## config.mk

```make
export PLATFORM = sky130hd
export DESIGN_NAME = instruction_memory_flat
export DESIGN_NICKNAME = d
export VERILOG_FILES = /design/src/rtl/instruction_memory_if.sv /design/src/rtl/instruction_memory.sv /design/src/flat_wrapper.sv
export SDC_FILE = /design/constraint.sdc
export NUM_CORES = 1
export LEC_CHECK = 0
export BUFFER_PORTS_ARGS = -buffer_cell sky130_fd_sc_hd__clkbuf_2
export CAP_MARGIN = 40
export CORE_MARGIN = 3
export CORE_UTILIZATION = 43
export DETAILED_ROUTE_END_ITERATION = 8
export PLACE_DENSITY_LB_ADDON = 0.25
export SLEW_MARGIN = 20
export SYNTH_ARGS = -nofsm -noshare
export SYNTH_HDL_FRONTEND = slang
export SYNTH_SLANG_ARGS = --single-unit
```

## constraint.sdc

```tcl
create_clock -name clk -period 3.1 [get_ports clk]
set_input_delay 0.155 -clock clk [delete_from_list [all_inputs] [get_ports clk]]
set_output_delay 0.155 -clock clk [all_outputs]
set_load 0.02 [all_outputs]
```

## src/rtl/instruction_memory_if.sv

```systemverilog
// Instruction fetch bus between a fetch unit and the instruction memory.
//
// Signals:
//   pc               byte address of the instruction to fetch (master -> slave)
//   instruction_code instruction word at pc, combinational  (slave -> master)
//
// Modports:
//   master  fetch side: drives pc, receives instruction_code
//   slave   memory side: receives pc, drives instruction_code
interface instruction_memory_if;
  logic [31:0] pc;
  logic [31:0] instruction_code;

  modport master (output pc, input instruction_code);
  modport slave  (input pc, output instruction_code);
endinterface

```

## src/rtl/instruction_memory.sv

```systemverilog
// Read-only instruction memory with a built-in default program.
//
// The word array is (re)loaded with the default program on every rising
// clock edge while rst is low. Reads are purely combinational, so a pc
// change shows up in instruction_code within the same cycle.
//
// Parameters:
//   DEPTH     number of 32-bit instruction words stored
//   NOP_WORD  word returned for out-of-range addresses and during reset
//
// Ports:
//   clk  clock, all state changes on the rising edge
//   rst  synchronous active-low reset (0 = reset)
//   bus  instruction_memory_if.slave: pc in, instruction_code out
module instruction_memory #(
  parameter int          DEPTH    = 64,
  parameter logic [31:0] NOP_WORD = 32'h0000_0013
) (
  input  logic                 clk,
  input  logic                 rst,
  instruction_memory_if.slave  bus
);

  localparam int AW = (DEPTH > 1) ? $clog2(DEPTH) : 1;

  logic [31:0] mem [DEPTH];

  logic [29:0] word_index;
  logic        in_range;
  logic [1:0]  unused_byte_offset;

  // Default program image; every word past the last instruction is a NOP.
  function automatic logic [31:0] default_word(input int idx);
    logic [31:0] word;
    case (idx)
      0:       word = 32'h0050_0093;  // addi x1,x0,5
      1:       word = 32'h0030_0113;  // addi x2,x0,3
      2:       word = 32'h0020_81B3;  // add  x3,x1,x2
      3:       word = 32'h4020_8233;  // sub  x4,x1,x2
      4:       word = 32'h0020_F2B3;  // and  x5,x1,x2
      5:       word = 32'h0020_E333;  // or   x6,x1,x2
      6:       word = 32'h0030_2023;  // sw   x3,0(x0)
      7:       word = 32'h0000_2383;  // lw   x7,0(x0)
      8:       word = 32'h0013_8433;  // add  x8,x7,x1
      9:       word = 32'h0010_8463;  // beq  x1,x1,+8
      10:      word = 32'h0010_0493;  // addi x9,x0,1 (skipped by the branch)
      11:      word = 32'h0020_0513;  // addi x10,x0,2
      12:      word = 32'h0000_006F;  // jal  x0,0 (self-loop)
      default: word = NOP_WORD;
    endcase
    return word;
  endfunction

  // The array only changes during reset, when the whole image is reloaded;
  // otherwise it holds its contents.
  always_ff @(posedge clk) begin
    if (!rst) begin
      for (int i = 0; i < DEPTH; i++) begin
        mem[i] <= default_word(i);
      end
    end
  end

  // Byte offset is ignored: a misaligned pc returns the containing word.
  assign word_index         = bus.pc[31:2];
  assign unused_byte_offset = bus.pc[1:0];

  // Full 30-bit compare so large addresses never alias back into the array.
  assign in_range = (word_index < 30'(DEPTH));

  // rst gates the output combinationally, so the NOP appears immediately
  // when reset is asserted and the array value as soon as it is released.
  always_comb begin
    bus.instruction_code = NOP_WORD;
    if (rst && in_range) begin
      bus.instruction_code = mem[word_index[AW-1:0]];
    end
  end

endmodule

```

## src/flat_wrapper.sv

```systemverilog
// flat-port wrapper written by rule: the top's interface ports become plain ports
module instruction_memory_flat 
#(
  parameter int          DEPTH    = 64,
  parameter logic [31:0] NOP_WORD = 32'h0000_0013
)
  (clk, rst, bus_pc, bus_instruction_code);
  instruction_memory_if bus_i ();
  input  logic clk;
  input  logic rst;
  input wire logic [$bits(bus_i.pc)-1:0] bus_pc;
  output wire logic [$bits(bus_i.instruction_code)-1:0] bus_instruction_code;
  assign bus_i.pc = bus_pc;
  assign bus_instruction_code = bus_i.instruction_code;
  instruction_memory #(.DEPTH(DEPTH), .NOP_WORD(NOP_WORD)) u_core (.clk(clk), .rst(rst), .bus(bus_i));
endmodule
```

==> results.cfg, run 1 <==
[outcome]
run_status = completed

[worst_setup_path]
critical_path.max_fanout = 17
criticalPathCategory = primary input to output pin
timing.critical_path.from_type = primary input
critPathArrivalTime_ns = 1.68
crit_path_end_kind = output pin
worst-endpoint-required_ns = 2.94

[layout]
fillerInstances = 149
layout_commonest_cell = sky130_fd_sc_hd__clkbuf_2
most_frequent_cells_in_the_layout = sky130_fd_sc_hd__clkbuf_2 (50), sky130_fd_sc_hd__conb_1 (13), sky130_fd_sc_hd__ha_1 (9)
antenna-diode-count = 0
design.final.nets = 174
layout.clock_buffers = 0
numSequentialCells = 0
synthesis_to_finish_area_growth_pct = 23.5
multi_input_area_sq_um = 611
drive_gt1_share_pct = 53.5
seqCellArea_sq_um = 0
stdcell_area_sq_um = 907

[detailed_routing]
drt.antenna.violating_nets = 0
wl_per_cell_um = 11.4
drtPass1Iterations = 4
initialDrtViolationCount = 6
via_count_of_the_routed_design = 722
drc = 0
final_wirelength_mm = 1.65
viasPerCell = 4.98

[power_and_ir_drop]
power.sequential.fraction_pct = 0
p_clk_share_pct = 0
powerDensity_nw_per_um2 = 86.4
switching_share_pct = 61.8
intPower_uw = 29.9
p_leak_nw = 0.452
share_comb_of_total_power_pct = 100.0
switchingPower_uw = 48.4
vdd_ir_drop_max_v = 0.0000462

[synthesis]
synth.yosys.warnings = 0
fraction_of_post_synthesis_cell_area_in_the_top_cell_type_by_area_pct = 16.4
ys_seq_area_share_pct = 0
syn_avg_cell_area_sq_um = 8.44
post-synth-top-area-cell = sky130_fd_sc_hd__buf_4
mappedNetlistArea_sq_um = 734
synth.area.top_cells = sky130_fd_sc_hd__buf_4 (16%), sky130_fd_sc_hd__ha_1 (15%), sky130_fd_sc_hd__nor4_2 (10%)
syn_inst = 87
ys_types = 28

[sta]
rsz0062_at_grt = no
finalSetupViolations = 0
slew_viol_final = 0
timing.fmax_ghz = 0.546
fin_crit_ns = 1.83
setup_total_negative_slack_ns = 0
fin_crit_sh_pct = 59.1
timing_hold_violations_final = 0

[floorplanning]
floorplan.die.width_um = 47.3
initial_utilization_pct = 47.1
fp.dieH_um = 47.3
die_area_sq_um = 2240
design.core.area_sq_um = 1560
fp-row-count = 14
io-pin-count = 66

[cts]
cts_setup_buffers = 0
holdBufCountCts = 0
number_of_resized_instances_in_the_post_cts_repair_step = 0

[placed_design]
port_buffers = 50
finalWeightedCongestion = 0.724
dpl.hpwl_mm = 1.40
detailed_place.area_sq_um = 907

[grt]
grt-ovfl-total = 0
grt_max_degree = 19
grtUsageTotal_pct = 12.9
grt_pass1_vias = 524
antenna_found_initial = 0
grt_pass1_wl_mm = 2.26

[run]
max_cap_violations = 0

[worst_hold_path]
holdCritPathClass = primary input to output pin
==> critical path: stages <==
cell,delay [ns]
sky130_fd_sc_hd__clkbuf_2,0.08
sky130_fd_sc_hd__nor4_2,0.37
sky130_fd_sc_hd__nand4_4,0.36
sky130_fd_sc_hd__nor4_1,0.47
sky130_fd_sc_hd__clkbuf_2,0.24
==> cell families after synthesis <==
family | synth area share [%]
AOI/OAI and AO/OA | 11.4
xor gates and xnor gates | 1.19
adders and majority gates | 15.3
buffers and inverters | 22.5
muxes | 6.98
other | 1.02
and+or+nand+nor | 41.6
==> Yosys cell counts (2+ instances only) <==
| cell type | number |
|---|---|
| sky130_fd_sc_hd__inv_1 | 5 |
| sky130_fd_sc_hd__conb_1 | 2 |
| sky130_fd_sc_hd__mux2i_1 | 4 |
| sky130_fd_sc_hd__nor3_2 | 6 |
| sky130_fd_sc_hd__nand3_1 | 2 |
| sky130_fd_sc_hd__a2111oi_2 | 2 |
| sky130_fd_sc_hd__nor4_2 | 6 |
| sky130_fd_sc_hd__nor2b_1 | 3 |
| sky130_fd_sc_hd__nor2_1 | 3 |
| sky130_fd_sc_hd__nor4_1 | 5 |
| sky130_fd_sc_hd__ha_1 | 9 |
| sky130_fd_sc_hd__nand2_1 | 3 |
| sky130_fd_sc_hd__buf_4 | 16 |
| sky130_fd_sc_hd__buf_2 | 3 |
| sky130_fd_sc_hd__a22oi_1 | 2 |
| sky130_fd_sc_hd__o21ai_0 | 2 |
| sky130_fd_sc_hd__nand2b_1 | 3 |
==> layout make-up <==
type / count / share of cell area (%)
repair buffers: 51 / 28.4
multi-input cells: 73 / 67.3
inverters: 5 / 2.07
well taps: 16 / 2.21
==> metal layers <==
layer	part of all wire [%]	global-route usage [%]	up-vias	wire length, um
met1	43	20.2	325	713
met2	51	20.6	23	849
met5	0	0	-	0
met4	0	0	0	0
li1	-	-	374	-
met3	5.3	0.383	0	88
==> path summary, 6_finish.rpt <==
check	depth (start not counted)	endpoint	startpoint
setup / recovery	5	bus_instruction_code[17]	bus_pc[29]
hold / removal	3	bus_instruction_code[10]	bus_pc[4]
==> per-stage QoR <==
| stage | setup slack [ns] | util, % | hold WS [ns] | cells | power (mW) |
|---|---|---|---|---|---|
| after floorplan | 1.15 | - | 0.521 | 98 | 0.0620 |
| after global placement | 1.28 | 58.2 | 0.789 | 145 | 0.0766 |
| after detailed placement | 1.25 | 58.2 | 0.804 | 145 | 0.0779 |
| after CTS | 1.25 | 58.2 | 0.804 | 145 | 0.0782 |
| after global routing | 1.09 | 58.2 | 0.832 | 145 | 0.0860 |
| final | 1.27 | 58.2 | 0.804 | 145 | 0.0783 |
==> power by group through the flow <==
stage	Sequential, mW	Clock, mW	Combinational [mW]
final	0	0	0.0783
after global routing	0	0	0.0860
after CTS	0	0	0.0782
after detailed placement	0	0	0.0779
after global placement	0	0	0.0766
after floorplan	0	0	0.0620
Note: power is estimated with default switching activity, not from simulation.
==> run 2, diff against run 1 <==
- ABC_AREA: unset -> 1
- CORE_UTILIZATION: 43 -> 39
- clock period: 3.1 -> 1.9 ns (I/O delays scaled with it)
==> run 2 against run 1 <==
Against the previous run:
- synthesized cell count increased by 46%
- combinational power increased by 55%
- non-clock buffer count decreased by 1
- wire length increased by 4.7%
- count of clock-buffer cells in the layout unchanged
- highest routed layer unchanged
- sequential share of layout area unchanged
- first-iteration DRC count increased to 2.7 times the previous value
==> results.cfg, run 2 <==
[outcome]
run_status = completed

[sta]
setup_total_negative_slack_ns = 0
timing_hold_violations_final = 0
timing.fmax_ghz = 0.743
slew_viol_final = 0
rsz0062_at_grt = no
finalSetupViolations = 0
hold_slack_ns = 0.651
fin_crit_ns = 1.35
finalWorstSetupSlack_ns = 0.554
fin_crit_sh_pct = 70.8

[grt]
grt-ovfl-total = 0
grt_pass1_wl_mm = 2.57
grt_max_degree = 12
grtUsageTotal_pct = 14.6
grt_pass1_vias = 640
antenna_found_initial = 0

[power_and_ir_drop]
power.sequential.fraction_pct = 0
p_clk_share_pct = 0
share_comb_of_total_power_pct = 100.0
vdd_ir_drop_max_v = 0.0000657
powerDensity_nw_per_um2 = 139
switchingPower_uw = 76.8
p_leak_nw = 0.558
intPower_uw = 44.1
switching_share_pct = 63.6
fin_total_pwr_uw = 121

[synthesis]
ys_seq_area_share_pct = 0
synth.area.top_cells = sky130_fd_sc_hd__nor2_1 (19%), sky130_fd_sc_hd__buf_4 (17%), sky130_fd_sc_hd__ha_1 (17%)
mappedNetlistArea_sq_um = 679
post-synth-top-area-cell = sky130_fd_sc_hd__nor2_1
syn_avg_cell_area_sq_um = 5.35
synth.cells.most_frequent = sky130_fd_sc_hd__nor2_1 (34), sky130_fd_sc_hd__nand2_1 (21), sky130_fd_sc_hd__inv_1 (20)
ys_types = 21
synth_most_common_cell = sky130_fd_sc_hd__nor2_1
syn_inst = 127
fraction_of_post_synthesis_cell_area_in_the_top_cell_type_by_area_pct = 18.8
synth.yosys.warnings = 0

[layout]
layout.clock_buffers = 0
seqCellArea_sq_um = 0
antenna-diode-count = 0
drive_gt1_share_pct = 32.2
synthesis_to_finish_area_growth_pct = 27.8
fin_util_pct = 55.1
stdcell_area_sq_um = 868
layout_commonest_cell = sky130_fd_sc_hd__clkbuf_2
finish.cell_count_without_fillers = 187
most_frequent_cells_in_the_layout = sky130_fd_sc_hd__clkbuf_2 (50), sky130_fd_sc_hd__nor2_1 (34), sky130_fd_sc_hd__nand2_1 (21)
design.final.nets = 216
numSequentialCells = 0

[detailed_routing]
drt.antenna.violating_nets = 0
initialDrtViolationCount = 16
final_wirelength_mm = 1.73
viasPerCell = 4.45
wl_per_cell_um = 9.24
drc = 0
via_count_of_the_routed_design = 833
drtPass1Iterations = 4

[worst_hold_path]
holdCritPathClass = primary input to output pin

[floorplanning]
fp-row-count = 14
fp.dieH_um = 47.7
design.core.area_sq_um = 1580
die_area_sq_um = 2280
floorplan.die.width_um = 47.7
initial_utilization_pct = 43.1
io-pin-count = 66

[placed_design]
port_buffers = 50
detailed_place.area_sq_um = 868
finalWeightedCongestion = 0.860
dp_cell_count = 187
dpl.hpwl_mm = 1.55
dp_slack_ns = 0.542

[worst_setup_path]
worst-endpoint-required_ns = 1.80
critPathArrivalTime_ns = 1.25
crit_chain = clkbuf_2 > inv_1 > ha_1 > inv_1 > nand2_1 > nand2_1 > nand2_1 > o221ai_1 > nor2_1 > clkbuf_2
critical_path.most_common_cell = sky130_fd_sc_hd__nand2_1
crit_path_end_kind = output pin
timing.critical_path.from_type = primary input
criticalPathCategory = primary input to output pin
delay_of_the_slowest_critical_path_stage_ns = 0.18
slowest_stage = sky130_fd_sc_hd__inv_1
critical_path.max_fanout = 9

[cts]
cts_setup_buffers = 0
number_of_resized_instances_in_the_post_cts_repair_step = 0
holdBufCountCts = 0

[run]
max_cap_violations = 0
## run 2: worst max-delay path, delay by kind of cell
kind            cells  cell delay (ns)
compound gates      1             0.10
fa+ha+maj           1             0.17
buf+inv             4             0.59
simple gates        4             0.31
## run 2: area by class of cell
type,count,area (sq um)
fill,179,708
inverter,21,78.8
multi-input combinational,100,519
tap,16,20.0
timing repair buffer,50,250
## run 2: power by group through the flow
stage / Sequential, mW / Clock, mW / Combinational, mW
6_report: 0 / 0 / 0.121
3_3_place_gp: 0 / 0 / 0.117
2_1_floorplan: 0 / 0 / 0.0977
4_1_cts: 0 / 0 / 0.121
3_5_place_dp: 0 / 0 / 0.120
5_1_grt: 0 / 0 / 0.140
## run 2: final timing paths
| path | slack (ns) | end | cells past startpoint | from |
|---|---|---|---|---|
| setup / recovery | 0.55 | bus_instruction_code[5] | 10 | bus_pc[3] |
| hold / removal | 0.65 | bus_instruction_code[5] | 5 | bus_pc[6] |
## run 2: kinds of logic (layout without fill, tap and decap cells)
group                    after synthesis  count (layout)  synth area share [%]
AND/OR/NAND/NOR                       67              67                  42.7
buffers and inverters                 38              71                  29.6
AO/OA/AOI/OAI                         11              11                  9.95
adder cells (fa/ha/maj)                9               9                  16.6
other                                  2              13                  1.11
## run 2: layer usage
layer	routed length, um	GRT usage [%]	up-vias
met5	0	0	-
met1	743	20.9	337
met3	186	0.376	0
met4	0	0.538	0
li1	-	-	450
met2	797	25.6	46
